**config.mk**
```make
export PLATFORM = sky130hd
export DESIGN_NAME = axi_traffic_gen_leader_flat
export DESIGN_NICKNAME = d
export VERILOG_FILES = /design/src/rtl/axi_traffic_gen_leader_if.sv /design/src/rtl/axi_traffic_gen_leader.sv /design/src/flat_wrapper.sv
export SDC_FILE = /design/constraint.sdc
export NUM_CORES = 1
export LEC_CHECK = 0
export BUFFER_PORTS_ARGS = -buffer_cell sky130_fd_sc_hd__buf_2
export CORE_AREA = 2 2 179 181
export DETAILED_ROUTE_END_ITERATION = 7
export DIE_AREA = 0 0 181 183
export PLACE_DENSITY = 0.77
export SETUP_SLACK_MARGIN = 0.3
export SKIP_CTS_REPAIR_TIMING = 1
export SLEW_MARGIN = 25
export SYNTH_ARGS = -nofsm -noshare
export SYNTH_HDL_FRONTEND = slang
export SYNTH_SLANG_ARGS = --single-unit
export TNS_END_PERCENT = 20
```
**constraint.sdc**
```tcl
create_clock -name clk_wr -period 3.95 [get_ports clk_wr]
set_input_delay 0.395 -clock clk_wr [delete_from_list [all_inputs] [get_ports clk_wr]]
set_output_delay 0.395 -clock clk_wr [all_outputs]
set_load 0.1 [all_outputs]
```
**src/rtl/axi_traffic_gen_leader_if.sv**
```systemverilog
`default_nettype none
// ============================================================================
// Module   : axi_traffic_gen_leader_if
// Brief    : AXI4 bus bundle (128-bit data) between traffic generator and slave
// Revision : 1.0
// ============================================================================
interface axi_traffic_gen_leader_if #(
  parameter int ADDRWIDTH = 32,
  parameter int IDWIDTH   = 4
);
  logic [IDWIDTH-1:0]   awid;
  logic [ADDRWIDTH-1:0] awaddr;
  logic [7:0]           awlen;
  logic [2:0]           awsize;
  logic [1:0]           awburst;
  logic                 awvalid;
  logic                 awready;

  logic [IDWIDTH-1:0]   wid;
  logic [127:0]         wdata;
  logic [15:0]          wstrb;
  logic                 wlast;
  logic                 wvalid;
  logic                 wready;

  logic [IDWIDTH-1:0]   bid;
  logic [1:0]           bresp;
  logic                 bvalid;
  logic                 bready;

  logic [IDWIDTH-1:0]   arid;
  logic [ADDRWIDTH-1:0] araddr;
  logic [7:0]           arlen;
  logic [2:0]           arsize;
  logic [1:0]           arburst;
  logic                 arvalid;
  logic                 arready;

  logic [IDWIDTH-1:0]   rid;
  logic [127:0]         rdata;
  logic [1:0]           rresp;
  logic                 rlast;
  logic                 rvalid;
  logic                 rready;

  modport master (
    output awid, awaddr, awlen, awsize, awburst, awvalid, input awready,
    output wid, wdata, wstrb, wlast, wvalid, input wready,
    input  bid, bresp, bvalid, output bready,
    output arid, araddr, arlen, arsize, arburst, arvalid, input arready,
    input  rid, rdata, rresp, rlast, rvalid, output rready
  );

  modport slave (
    input  awid, awaddr, awlen, awsize, awburst, awvalid, output awready,
    input  wid, wdata, wstrb, wlast, wvalid, output wready,
    output bid, bresp, bvalid, input bready,
    input  arid, araddr, arlen, arsize, arburst, arvalid, output arready,
    output rid, rdata, rresp, rlast, rvalid, input rready
  );
endinterface
`default_nettype wire

```
**src/rtl/axi_traffic_gen_leader.sv**
```systemverilog
`default_nettype none
// ============================================================================
// Module   : axi_traffic_gen_leader
// Brief    : Writes address-pattern bursts over AXI, reads them back, counts errors
// Revision : 1.0
// ============================================================================
module axi_traffic_gen_leader #(
  parameter int ADDRWIDTH = 32,
  parameter int IDWIDTH   = 4
) (
  input  wire logic                 clk_wr,
  input  wire logic                 rst_wr_n,
  input  wire logic                 start,
  input  wire logic [ADDRWIDTH-1:0] base_addr,
  input  wire logic [7:0]           burst_len,
  input  wire logic [7:0]           num_bursts,
  output logic                      busy,
  output logic                      done,
  output logic                      pass,
  output logic [15:0]               err_count,
  axi_traffic_gen_leader_if.master  m_axi
);

  localparam logic [2:0] c_IDLE = 3'd0;
  localparam logic [2:0] c_AW   = 3'd1;
  localparam logic [2:0] c_W    = 3'd2;
  localparam logic [2:0] c_B    = 3'd3;
  localparam logic [2:0] c_AR   = 3'd4;
  localparam logic [2:0] c_R    = 3'd5;
  localparam logic [2:0] c_DONE = 3'd6;

  localparam logic [ADDRWIDTH-1:0] c_BEAT_BYTES = ADDRWIDTH'(16);

  logic [2:0]           r_state;
  logic [ADDRWIDTH-1:0] r_base;
  logic [7:0]           r_len;
  logic [7:0]           r_num;
  logic [7:0]           r_n;
  logic [7:0]           r_k;
  logic [15:0]          r_err;
  logic [ADDRWIDTH-1:0] r_burst_addr;   // A(n)
  logic [ADDRWIDTH-1:0] r_beat_addr;    // A(n) + 16*k

  logic [ADDRWIDTH-1:0] w_stride;
  logic [ADDRWIDTH-1:0] w_next_burst;
  logic [31:0]          w_pat;
  logic                 w_last_beat;
  logic                 w_last_burst;
  logic                 w_b_bad;
  logic                 w_r_bad;
  logic [15:0]          w_err_inc;

  assign w_stride     = ADDRWIDTH'({({1'b0, r_len} + 9'd1), 4'b0000});
  assign w_next_burst = r_burst_addr + w_stride;
  assign w_pat        = 32'(r_beat_addr);
  assign w_last_beat  = (r_k == r_len);
  assign w_last_burst = ((r_n + 8'd1) == r_num);
  assign w_b_bad      = (m_axi.bresp != 2'b00) || (m_axi.bid != '0);
  assign w_r_bad      = (m_axi.rdata != {4{w_pat}}) || (m_axi.rresp != 2'b00) ||
                        (m_axi.rid != '0) || (m_axi.rlast != w_last_beat);
  assign w_err_inc    = (r_err == 16'hFFFF) ? r_err : r_err + 16'd1;

  // Valids decode straight from the state register, so ready never feeds valid.
  assign m_axi.awid    = '0;
  assign m_axi.awaddr  = r_burst_addr;
  assign m_axi.awlen   = r_len;
  assign m_axi.awsize  = 3'b100;
  assign m_axi.awburst = 2'b01;
  assign m_axi.awvalid = (r_state == c_AW);

  assign m_axi.wid     = '0;
  assign m_axi.wdata   = {4{w_pat}};
  assign m_axi.wstrb   = 16'hFFFF;
  assign m_axi.wlast   = w_last_beat;
  assign m_axi.wvalid  = (r_state == c_W);

  assign m_axi.bready  = (r_state == c_B);

  assign m_axi.arid    = '0;
  assign m_axi.araddr  = r_burst_addr;
  assign m_axi.arlen   = r_len;
  assign m_axi.arsize  = 3'b100;
  assign m_axi.arburst = 2'b01;
  assign m_axi.arvalid = (r_state == c_AR);

  assign m_axi.rready  = (r_state == c_R);

  assign busy      = (r_state != c_IDLE) && (r_state != c_DONE);
  assign done      = (r_state == c_DONE);
  assign pass      = done && (r_err == 16'd0);
  assign err_count = r_err;

  always_ff @(posedge clk_wr or negedge rst_wr_n) begin
    if (!rst_wr_n) begin
      r_state      <= c_IDLE;
      r_base       <= '0;
      r_len        <= '0;
      r_num        <= '0;
      r_n          <= '0;
      r_k          <= '0;
      r_err        <= '0;
      r_burst_addr <= '0;
      r_beat_addr  <= '0;
    end else begin
      case (r_state)
        c_IDLE, c_DONE: begin
          if (start) begin
            r_base       <= base_addr;
            r_len        <= burst_len;
            r_num        <= num_bursts;
            r_n          <= '0;
            r_k          <= '0;
            r_err        <= '0;
            r_burst_addr <= base_addr;
            r_beat_addr  <= base_addr;
            r_state      <= (num_bursts != 8'd0) ? c_AW : c_DONE;
          end
        end
        c_AW: begin
          if (m_axi.awready) r_state <= c_W;
        end
        c_W: begin
          if (m_axi.wready) begin
            if (w_last_beat) begin
              r_k     <= '0;
              r_state <= c_B;
            end else begin
              r_k         <= r_k + 8'd1;
              r_beat_addr <= r_beat_addr + c_BEAT_BYTES;
            end
          end
        end
        c_B: begin
          if (m_axi.bvalid) begin
            if (w_b_bad) r_err <= w_err_inc;
            if (w_last_burst) begin
              // Read-back pass restarts from the first burst address.
              r_n          <= '0;
              r_burst_addr <= r_base;
              r_beat_addr  <= r_base;
              r_state      <= c_AR;
            end else begin
              r_n          <= r_n + 8'd1;
              r_burst_addr <= w_next_burst;
              r_beat_addr  <= w_next_burst;
              r_state      <= c_AW;
            end
          end
        end
        c_AR: begin
          if (m_axi.arready) r_state <= c_R;
        end
        c_R: begin
          if (m_axi.rvalid) begin
            if (w_r_bad) r_err <= w_err_inc;
            if (w_last_beat) begin
              r_k <= '0;
              if (w_last_burst) begin
                r_n     <= '0;
                r_state <= c_DONE;
              end else begin
                r_n          <= r_n + 8'd1;
                r_burst_addr <= w_next_burst;
                r_beat_addr  <= w_next_burst;
                r_state      <= c_AR;
              end
            end else begin
              r_k         <= r_k + 8'd1;
              r_beat_addr <= r_beat_addr + c_BEAT_BYTES;
            end
          end
        end
        default: r_state <= c_IDLE;
      endcase
    end
  end

endmodule
`default_nettype wire

```
**src/flat_wrapper.sv**
```systemverilog
// flat-port wrapper written by rule: the top's interface ports become plain ports
module axi_traffic_gen_leader_flat 
#(
  parameter int ADDRWIDTH = 32,
  parameter int IDWIDTH   = 4
)
  (clk_wr, rst_wr_n, start, base_addr, burst_len, num_bursts, busy, done, pass, err_count, m_axi_awid, m_axi_awaddr, m_axi_awlen, m_axi_awsize, m_axi_awburst, m_axi_awvalid, m_axi_awready, m_axi_wid, m_axi_wdata, m_axi_wstrb, m_axi_wlast, m_axi_wvalid, m_axi_wready, m_axi_bid, m_axi_bresp, m_axi_bvalid, m_axi_bready, m_axi_arid, m_axi_araddr, m_axi_arlen, m_axi_arsize, m_axi_arburst, m_axi_arvalid, m_axi_arready, m_axi_rid, m_axi_rdata, m_axi_rresp, m_axi_rlast, m_axi_rvalid, m_axi_rready);
  axi_traffic_gen_leader_if #(.ADDRWIDTH(ADDRWIDTH), .IDWIDTH(IDWIDTH)) m_axi_i ();
  input  wire logic clk_wr;
  input  wire logic rst_wr_n;
  input  wire logic start;
  input  wire logic [ADDRWIDTH-1:0] base_addr;
  input  wire logic [7:0] burst_len;
  input  wire logic [7:0] num_bursts;
  output logic busy;
  output logic done;
  output logic pass;
  output logic [15:0] err_count;
  output wire logic [$bits(m_axi_i.awid)-1:0] m_axi_awid;
  output wire logic [$bits(m_axi_i.awaddr)-1:0] m_axi_awaddr;
  output wire logic [$bits(m_axi_i.awlen)-1:0] m_axi_awlen;
  output wire logic [$bits(m_axi_i.awsize)-1:0] m_axi_awsize;
  output wire logic [$bits(m_axi_i.awburst)-1:0] m_axi_awburst;
  output wire logic [$bits(m_axi_i.awvalid)-1:0] m_axi_awvalid;
  input wire logic [$bits(m_axi_i.awready)-1:0] m_axi_awready;
  output wire logic [$bits(m_axi_i.wid)-1:0] m_axi_wid;
  output wire logic [$bits(m_axi_i.wdata)-1:0] m_axi_wdata;
  output wire logic [$bits(m_axi_i.wstrb)-1:0] m_axi_wstrb;
  output wire logic [$bits(m_axi_i.wlast)-1:0] m_axi_wlast;
  output wire logic [$bits(m_axi_i.wvalid)-1:0] m_axi_wvalid;
  input wire logic [$bits(m_axi_i.wready)-1:0] m_axi_wready;
  input wire logic [$bits(m_axi_i.bid)-1:0] m_axi_bid;
  input wire logic [$bits(m_axi_i.bresp)-1:0] m_axi_bresp;
  input wire logic [$bits(m_axi_i.bvalid)-1:0] m_axi_bvalid;
  output wire logic [$bits(m_axi_i.bready)-1:0] m_axi_bready;
  output wire logic [$bits(m_axi_i.arid)-1:0] m_axi_arid;
  output wire logic [$bits(m_axi_i.araddr)-1:0] m_axi_araddr;
  output wire logic [$bits(m_axi_i.arlen)-1:0] m_axi_arlen;
  output wire logic [$bits(m_axi_i.arsize)-1:0] m_axi_arsize;
  output wire logic [$bits(m_axi_i.arburst)-1:0] m_axi_arburst;
  output wire logic [$bits(m_axi_i.arvalid)-1:0] m_axi_arvalid;
  input wire logic [$bits(m_axi_i.arready)-1:0] m_axi_arready;
  input wire logic [$bits(m_axi_i.rid)-1:0] m_axi_rid;
  input wire logic [$bits(m_axi_i.rdata)-1:0] m_axi_rdata;
  input wire logic [$bits(m_axi_i.rresp)-1:0] m_axi_rresp;
  input wire logic [$bits(m_axi_i.rlast)-1:0] m_axi_rlast;
  input wire logic [$bits(m_axi_i.rvalid)-1:0] m_axi_rvalid;
  output wire logic [$bits(m_axi_i.rready)-1:0] m_axi_rready;
  assign m_axi_awid = m_axi_i.awid;
  assign m_axi_awaddr = m_axi_i.awaddr;
  assign m_axi_awlen = m_axi_i.awlen;
  assign m_axi_awsize = m_axi_i.awsize;
  assign m_axi_awburst = m_axi_i.awburst;
  assign m_axi_awvalid = m_axi_i.awvalid;
  assign m_axi_i.awready = m_axi_awready;
  assign m_axi_wid = m_axi_i.wid;
  assign m_axi_wdata = m_axi_i.wdata;
  assign m_axi_wstrb = m_axi_i.wstrb;
  assign m_axi_wlast = m_axi_i.wlast;
  assign m_axi_wvalid = m_axi_i.wvalid;
  assign m_axi_i.wready = m_axi_wready;
  assign m_axi_i.bid = m_axi_bid;
  assign m_axi_i.bresp = m_axi_bresp;
  assign m_axi_i.bvalid = m_axi_bvalid;
  assign m_axi_bready = m_axi_i.bready;
  assign m_axi_arid = m_axi_i.arid;
  assign m_axi_araddr = m_axi_i.araddr;
  assign m_axi_arlen = m_axi_i.arlen;
  assign m_axi_arsize = m_axi_i.arsize;
  assign m_axi_arburst = m_axi_i.arburst;
  assign m_axi_arvalid = m_axi_i.arvalid;
  assign m_axi_i.arready = m_axi_arready;
  assign m_axi_i.rid = m_axi_rid;
  assign m_axi_i.rdata = m_axi_rdata;
  assign m_axi_i.rresp = m_axi_rresp;
  assign m_axi_i.rlast = m_axi_rlast;
  assign m_axi_i.rvalid = m_axi_rvalid;
  assign m_axi_rready = m_axi_i.rready;
  axi_traffic_gen_leader #(.ADDRWIDTH(ADDRWIDTH), .IDWIDTH(IDWIDTH)) u_core (.clk_wr(clk_wr), .rst_wr_n(rst_wr_n), .start(start), .base_addr(base_addr), .burst_len(burst_len), .num_bursts(num_bursts), .busy(busy), .done(done), .pass(pass), .err_count(err_count), .m_axi(m_axi_i));
endmodule
```
== After elaboration in Yosys (flattened, before gate mapping) ==
Cells that the tools add are included.

* Register bits after elaboration: 147
* Input bits: 197

* Muxes and demuxes: 41
* Add/sub/neg operators: 6
* Reduce and logical (&&, ||, !) cells: 25
* Equal/unequal tests: 25

{| class="wikitable"
|+ Operators with widths
! operator !! count
|-
| 32-bit 2-to-1 mux || 10
|-
| 128-bit != test || 1
|-
| 32-bit case mux with 4 select lines || 1
|-
| 16-bit 2-to-1 mux || 6
|-
| 32-bit case mux with 3 select lines || 1
|-
| 8-bit 2-to-1 mux || 8
|-
| 16-bit case mux with 3 select lines || 1
|-
| 8-bit case mux with 3 select lines || 2
|-
| 32-bit by 13-bit adder with 32-bit output || 1
|-
| 32-bit by 5-bit adder with 32-bit output (second input constant) || 1
|-
| 3-bit 2-to-1 mux || 10
|-
| 3-bit case mux with 6 select lines || 1
|-
| 16-bit by 1-bit adder with 16-bit output (second input constant) || 1
|-
| 8-bit by 1-bit adder with 8-bit output (second input constant) || 2
|-
| 16-bit == test (second input constant) || 1
|-
| 8-bit == test || 2
|-
| 16-bit zero test || 1
|-
| 2-bit by 1-bit != test with 1-bit output (second input constant) || 7
|-
| 6-bit AND reduction || 2
|-
| 4-bit nonzero test || 3
|-
| 2-bit != test (second input constant) || 5
|-
| 8-bit by 1-bit adder with 9-bit output (second input constant) || 1
|-
| 3-bit == test (second input constant) || 3
|-
| 3-bit nonzero test || 3
|-
| other kinds (16) || 23
|}

== Depth between registers and ports, before layout ==
Gate-level depths: netlist of run 1.

* Word-level depth: 7
* Depth in mapped cells: 14
* Gate-level depth less buffers: 13

== Least setup slack after synthesis of run 1 ==
OpenSTA, ideal clock, no wires.

* Kind: register -> output
* From: register u_core.r_err[4] (netlist: u_core.err_count[4])
* To: output pass
* Arrival time: 4317 ps
* Path buffers: 0
* Required time: 3555 ps
* Path slack: -762 ps
* Cell stages (with the launch flop): 3
* Cell sequence: dfrtp_1 > or4_1 > nor4_1

* Cells in the longest elaborated chain, start to end: 2

{| class="wikitable"
|+ Ends and longest elaborated chain
! element !! line !! RTL
|-
| start, declared || axi_traffic_gen_leader.sv:40 || <nowiki>logic [15:0] r_err;</nowiki>
|-
| start signal, assigned || axi_traffic_gen_leader.sv:135 || <nowiki>if (w_b_bad) r_err <= w_err_inc;</nowiki>
|-
| start signal, assigned || axi_traffic_gen_leader.sv:155 || <nowiki>if (w_r_bad) r_err <= w_err_inc;</nowiki>
|-
| 16-bit zero test || axi_traffic_gen_leader.sv:90 || <nowiki>assign pass = done && (r_err == 16'd0);</nowiki>
|-
| 1-bit logical AND || axi_traffic_gen_leader.sv:90 ||
|-
| end, declared || flat_wrapper.sv:17 || <nowiki>output logic pass;</nowiki>
|}

Every way passes these cells.

== Worst setup path after layout of run 1 ==
* From: register u_core.r_n[0]
* To: register u_core.r_beat_addr[6]

* Cells in the longest elaborated chain, start to end: 5
* Elaborated cells on any way between the ends: 7
* Those cells by class: add/sub: 1; eq/ne: 2; mux: 3; reduce/logical: 1

{| class="wikitable"
|+ Ends and longest elaborated chain
! element !! line !! RTL
|-
| start, declared || axi_traffic_gen_leader.sv:38 || <nowiki>logic [7:0] r_n;</nowiki>
|-
| start signal, assigned || axi_traffic_gen_leader.sv:143 || <nowiki>r_n <= r_n + 8'd1;</nowiki>
|-
| start signal, assigned || axi_traffic_gen_leader.sv:162 || <nowiki>r_n <= r_n + 8'd1;</nowiki>
|-
| 8-bit by 1-bit adder with 8-bit output (*) || axi_traffic_gen_leader.sv:57 || <nowiki>assign w_last_burst = ((r_n + 8'd1) == r_num);</nowiki>
|-
| 8-bit == test (*) || axi_traffic_gen_leader.sv:57 ||
|-
| 32-bit 2-to-1 mux || axi_traffic_gen_leader.sv:136 || <nowiki>if (w_last_burst) begin</nowiki>
|-
| 32-bit 2-to-1 mux || axi_traffic_gen_leader.sv:134 || <nowiki>if (m_axi.bvalid) begin</nowiki>
|-
| 32-bit case mux with 4 select lines || axi_traffic_gen_leader.sv:105 || <nowiki>case (r_state)</nowiki>
|-
| end signal, assigned || axi_traffic_gen_leader.sv:115 || <nowiki>r_beat_addr <= base_addr;</nowiki>
|-
| end signal, assigned || axi_traffic_gen_leader.sv:140 || <nowiki>r_beat_addr <= r_base;</nowiki>
|-
| end signal, assigned || axi_traffic_gen_leader.sv:145 || <nowiki>r_beat_addr <= w_next_burst;</nowiki>
|-
| end, declared || axi_traffic_gen_leader.sv:42 || <nowiki>logic [ADDRWIDTH-1:0] r_beat_addr;</nowiki>
|}

Every way passes the cells marked *; elsewhere a longest branch is shown, timed or not. The select of a mux whose other input is x is not followed.
A chain may end at the register's enable or synchronous reset.

==> run summary, run 1 <==
Nets -> 2083
Max-slew violation count -> 0
Slew headroom -> 0.245
Final Hold Viols -> 0
Critical path startpoint category -> flip-flop
Worst path required time -> 4.25 ns
Worst Path Max Fanout -> 49
RSZ-0062 raised after global routing -> yes
Critical path arrival -> 3.87 ns
Distinct cells, synth -> 79
Final setup viols -> 0
Slew @ Worst Pin -> 1.13 ns
DRC errors left -> 0
Async SR Flop Fraction -> 1.00
Yosys top cell area share -> 0.297
Largest net degree at the start of global routing -> 89
Mapped Cells -> 1603
Max clock buf depth -> 2
HPWL after detailed placement -> 38300 microns
Worst skew pair latency -> 0.45 ns
CP Class -> flip-flop to flip-flop
First-pass GRT wire length -> 73900 microns
Synthesized flop and latch total -> 147
Core area -> 0.0312 sq mm
Placer Congestion -> 0.957
Max Freq -> 280 MHz
Die height -> 183 microns
Total routed wirelength -> 50200 microns
CTS tree -> done
Number of port buffers -> 429
DR vias -> 13355
Congestion Overflow GR -> 0
Synth area leaders -> dfrtp_1, buf_4, nand2_1, o21ai_0, xnor2_1
Cells along the critical path -> ha_1, xor3_1, a2111oi_2, o2111ai_1, a211o_2, buf_12, nand3_1, o21ai_1, a2111oi_0, nor2_1
Area of the die -> 0.0331 sq mm
Dpl cells -> 2245
Minimum clock period -> 3.57 ns
Die W -> 181 microns
Worst path max stage delay -> 0.69 ns
CTS buffer count -> 17
Antenna violations before repair -> 4
Finished Layout Cells -> 2284
Worst-path clk slew -> 0.07 ns
Clk_skew -> 0.0126 ns
Cell Area, Synth -> 0.0124 sq mm
Yosys warns -> 0
Root buffer cell -> clkbuf_16
Avg WL per Cell -> 22.0 microns
Post-synth top flop -> dfrtp_1
WHS -> 0.0307 ns
FP Rows -> 65
Worst min path class -> primary input to async pin
Post-Syn Area per Cell -> 7.73 sq um
Post-synth EDFFs -> 0
# clock sinks -> 147
GRT Util Overall -> 0.291
Via-per-instance ratio -> 5.85
Sequential fraction of the synthesis area -> 0.297
Max Cap Viol -> 0
Tcrit/Tclk final -> 0.903
Vias in the first global route -> 12309
Status -> complete, no violations
Initial Util -> 0.397
Critical-path top delay cell -> a2111oi_0
Synth area leader -> dfrtp_1
DRT antenna net count -> 0
DRT iter0 DRCs -> 1517
Final setup TNS -> 0 ns
# IOs -> 468
CTS H-Tree Depth -> 4
Layout area overhead -> 17.3%
Pre-antenna DRT Iters -> 6
Layout cell share with drive strength beyond 1 -> 0.288
Setup crit end kind -> flip-flop
-- routing by layer --
layer  GRT usage  wire length (microns)
met5           0                     26
met4       0.113                   1990
met3      0.0709                   5390
met2       0.457                  22800
met1       0.389                  20000
-- worst max-delay path, delay by kind of cell, from the launching register on --
kind            cells  cell delay [ns]
xor+xnor            1             0.44
simple gates        2             0.18
buf+inv             1             0.28
fa+ha+maj           1             0.25
compound gates      5             1.82
flops               1             0.43
-- cell families (layout without fill, tap and decap cells) --
group | count (synthesis) | in the layout | synth area share
compound gates | 383 | 383 | 0.207
xor+xnor | 95 | 95 | 0.0684
fa+ha+maj | 19 | 19 | 0.0198
buf+inv | 320 | 561 | 0.155
flops | 147 | 147 | 0.297
mux | 17 | 17 | 0.0140
other cells | 2 | 40 | 0.000606
simple gates | 620 | 620 | 0.238
-- flip-flops by register name, summed over array words and instances (netlist names) --
name / cells
u_core.m_axi.arlen: 8
u_core.m_axi.araddr: 32
u_core.r_base: 32
u_core.r_num: 8
u_core.r_beat_addr: 32
u_core.r_n: 8
u_core.err_count: 16
u_core.r_state: 3
u_core.r_k: 8
-- metrics by stage --
stage | setup slack (ns) | cell area (sq um) | util
after floorplan | 0.332 | 12500 | -
after global placement | 0.225 | 13800 | 0.443
after detailed placement | 0.258 | 13800 | 0.443
after CTS | 0.217 | 14400 | 0.462
after global routing | 0.260 | 14500 | 0.465
final | 0.384 | 14500 | 0.465
-- placed cells by master, fill, tap and decap left out, types with 13 or more instances in the layout --
master / count
nand2_1: 254
o211ai_1: 18
buf_2: 428
a221oi_1: 25
a22oi_1: 15
nor2b_1: 22
nor2_1: 101
nor3_1: 22
o21ai_0: 131
buf_4: 44
nor4_1: 19
inv_1: 51
nand3_1: 58
clkbuf_16: 17
conb_1: 38
a21oi_1: 41
mux2i_1: 14
nand4_1: 26
dfrtp_1: 142
o2111ai_1: 14
or3_1: 15
and3_1: 21
ha_1: 17
a31oi_1: 13
xor2_1: 42
xnor2_1: 51
nand2b_1: 33
a211oi_1: 13
-- synthesized netlist by cell type (25+ instances only) --
cell	number
nand2b_1	33
xor2_1	43
inv_1	51
a21oi_1	41
dfrtp_1	147
nand3_1	59
nand4_1	26
buf_4	176
xnor2_1	51
clkbuf_1	64
nand2_1	254
a221oi_1	25
nor2_1	103
o21ai_0	133
-- worst paths after layout --
kind | start | end | slack (ns) | cells after the start
max in group asynchronous | rst_wr_n | u_core.r_base[22]$_DFFE_PN0P_ | 3.05 | 2
worst max register to register | u_core.r_n[0]$_DFFE_PN0P_ | u_core.r_beat_addr[6]$_DFFE_PN0P_ | 0.38 | 10
min in group clk_wr | burst_len[4] | u_core.m_axi.arlen[4]$_DFFE_PN0P_ | 0.14 | 3
worst max-delay path | u_core.r_n[0]$_DFFE_PN0P_ | u_core.r_beat_addr[6]$_DFFE_PN0P_ | 0.38 | 10
worst min-delay path | rst_wr_n | u_core.m_axi.arlen[5]$_DFFE_PN0P_ | 0.03 | 1
worst min register to register | u_core.r_base[1]$_DFFE_PN0P_ | u_core.r_base[1]$_DFFE_PN0P_ | 0.48 | 2
-- cell type report --
type,instances,area (sq um)
Inverter,53,199
Sequential cell,147,3680
Tap cell,402,503
Fill cell,3118,16700
Timing Repair Buffer,476,2540
Multi-Input combinational cell,1172,7000
Clock buffer,17,425
Clock inverter,15,165
Antenna cell,2,5.00
Power of run 1 is not shown: default switching activity piles up to over one toggle a cycle in this logic, so the estimate is an artifact.
==> inputs of run 2 (changes only) <==
--- a/config.mk
+++ b/config.mk
@@ -5,11 +5,11 @@
 export SDC_FILE = /design/constraint.sdc
 export NUM_CORES = 1
 export LEC_CHECK = 0
+export ABC_AREA = 1
 export BUFFER_PORTS_ARGS = -buffer_cell sky130_fd_sc_hd__buf_2
-export CORE_AREA = 2 2 179 181
+export CORE_UTILIZATION = 40
 export DETAILED_ROUTE_END_ITERATION = 7
-export DIE_AREA = 0 0 181 183
-export PLACE_DENSITY = 0.77
+export PLACE_DENSITY = 0.76
 export SETUP_SLACK_MARGIN = 0.3
 export SKIP_CTS_REPAIR_TIMING = 1
 export SLEW_MARGIN = 25
==> run summary, run 2 <==
Status -> complete, no violations
Mapped Cells -> 2245
DP Worst Slack -> 0.852 ns
Layout area overhead -> 14.9%
Final Hold Viols -> 0
Post-Syn Area per Cell -> 6.28 sq um
Max clock buf depth -> 2
Total routed wirelength -> 57100 microns
CTS buffer count -> 17
Max Freq -> 318 MHz
Layout cell share with drive strength beyond 1 -> 0.228
DR vias -> 15873
Largest net degree at the start of global routing -> 93
GRT Util Overall -> 0.310
# clock sinks -> 147
Die height -> 190 microns
Clk_skew -> 0.00658 ns
Commonest non-fill, non-tap cell in the layout -> nand2_1
Worst min path class -> primary input to async pin
Commonest cells post-synth -> nand2_1, inv_1, nor2_1, buf_4, nand3_1
CTS H-Tree Depth -> 4
Critical path arrival -> 3.48 ns
RSZ-0062 raised after global routing -> no
Number of port buffers -> 429
Final setup TNS -> 0 ns
DRC errors left -> 0
Finished Layout Cells -> 2997
Filler cells -> 3636
Synthesized flop and latch total -> 147
Distinct cells, synth -> 52
Slew @ Worst Pin -> 0.938 ns
DRT antenna net count -> 0
Post-synth EDFFs -> 0
Worst Path Max Fanout -> 7
Slew headroom -> 0.375
Congestion Overflow GR -> 0
Yosys warns -> 0
Core area -> 0.0346 sq mm
Vias in the first global route -> 14437
Final setup viols -> 0
Minimum clock period -> 3.15 ns
Initial Util -> 0.407
Most frequent cells in the layout -> nand2_1, buf_2, inv_1
Avg WL per Cell -> 19.0 microns
# IOs -> 468
Dpl cells -> 2962
Post-synth top flop -> dfrtp_1
Cell Area, Synth -> 0.0141 sq mm
Die W -> 190 microns
Grt met1 use -> 0.407
Most common cell in the netlist -> nand2_1
RR Endpoint -> u_core.r_beat_addr[31]$_DFFE_PN0P_
Critical path startpoint category -> flip-flop
Placer Congestion -> 0.968
CP endpoint -> u_core.r_beat_addr[31]$_DFFE_PN0P_
HPWL after detailed placement -> 44700 microns
Grt peak-use layer -> met2
Sequential fraction of the synthesis area -> 0.261
Final worst setup slack -> 0.802 ns
Tcrit/Tclk final -> 0.797
CTS tree -> done
Nets -> 2742
Async SR Flop Fraction -> 1.00
FP Rows -> 68
Crit Reg-Reg Startpoint -> u_core.m_axi.arlen[2]$_DFFE_PN0P_
CP Class -> flip-flop to flip-flop
Setup crit end kind -> flip-flop
Worst-path clk slew -> 0.07 ns
Worst path required time -> 4.29 ns
Max Cap Viol -> 0
R2r setup slk -> 0.80 ns
Synth area leaders -> dfrtp_1, nand2_1, buf_4, inv_1, nand3_1
Pre-antenna DRT Iters -> 8
Yosys top cell area share -> 0.261
Area of the die -> 0.0360 sq mm
Root buffer cell -> clkbuf_16
DRT iter0 DRCs -> 1547
GRT met3 Usage -> 0.0408
Antenna violations before repair -> 2
Via-per-instance ratio -> 5.30
Crit path from -> u_core.m_axi.arlen[2]$_DFFE_PN0P_
Synth area leader -> dfrtp_1
First-pass GRT wire length -> 84800 microns
Worst skew pair latency -> 0.44 ns
Fin util -> 0.467
GR Util met2 -> 0.515
Worst r2r path cells -> 20
Max-slew violation count -> 0
==> run 2: layer usage <==
layer / share of wire / routed length (microns) / up-vias
met5: 0.00044 / 25 / -
met4: 0.034 / 1920 / 4
met3: 0.090 / 5130 / 110
met2: 0.47 / 26800 / 921
met1: 0.41 / 23200 / 7341
li1: - / - / 7497
==> run 2: worst min path at each step <==
stage	start	slack [ns]	cells after the start	to
after floorplan	rst_wr_n	0.1	0	u_core.err_count[0]$_DFFE_PN0P_
after global placement	u_core.r_base[13]$_DFFE_PN0P_	0.47	2	u_core.r_base[13]$_DFFE_PN0P_
after detailed placement	u_core.r_base[31]$_DFFE_PN0P_	0.48	2	u_core.r_base[31]$_DFFE_PN0P_
after CTS	rst_wr_n	0.09	1	u_core.err_count[7]$_DFFE_PN0P_
after global routing	rst_wr_n	0.12	1	u_core.err_count[7]$_DFFE_PN0P_
final	rst_wr_n	0.02	1	u_core.err_count[7]$_DFFE_PN0P_
==> run 2: worst max-delay path, stage by stage (launching register included) <==
cell      delay [ns]
dfrtp_1         0.48
nand3_1         0.14
nand3b_1        0.22
nor2_1          0.11
nand2_1         0.06
xor2_1          0.16
inv_1           0.06
ha_1            0.36
nand2_1         0.12
nor2_1          0.19
inv_1           0.06
nor2_1          0.15
nand2_1         0.10
nand3_1         0.15
nand3_1         0.11
nand2_1         0.10
nand2_1         0.06
nand3_1         0.14
nand3_1         0.11
nand2_1         0.10
nand2_1         0.05
==> run 2: through the flow <==
stage / cell area, sq um / hold WS (ns)
after floorplan: 14200 / 0.0994
after global placement: 15600 / 0.466
after detailed placement: 15600 / 0.475
after CTS: 16200 / 0.0901
after global routing: 16200 / 0.123
final: 16200 / 0.0192
==> run 2: logic make-up after synthesis <==
kind of cell	share of synthesized area
xor+xnor	0.0479
buf+inv	0.190
simple gates	0.407
other cells	0.000533
fa+ha+maj	0.0174
compound gates	0.0628
mux	0.0128
flops	0.261
==> run 2: cell type report <==
type	count	area [sq um]	area share
Antenna cell	3	7.51	0.000464
Clock buffer	18	429	0.0265
Clock inverter	14	178	0.0110
Inverter	267	1000	0.0621
Multi-Input combinational cell	1625	7870	0.486
Sequential cell	147	3680	0.227
Tap cell	455	569	0.0352
Timing Repair Buffer	468	2450	0.151
Power of run 2 is left out for the same reason.
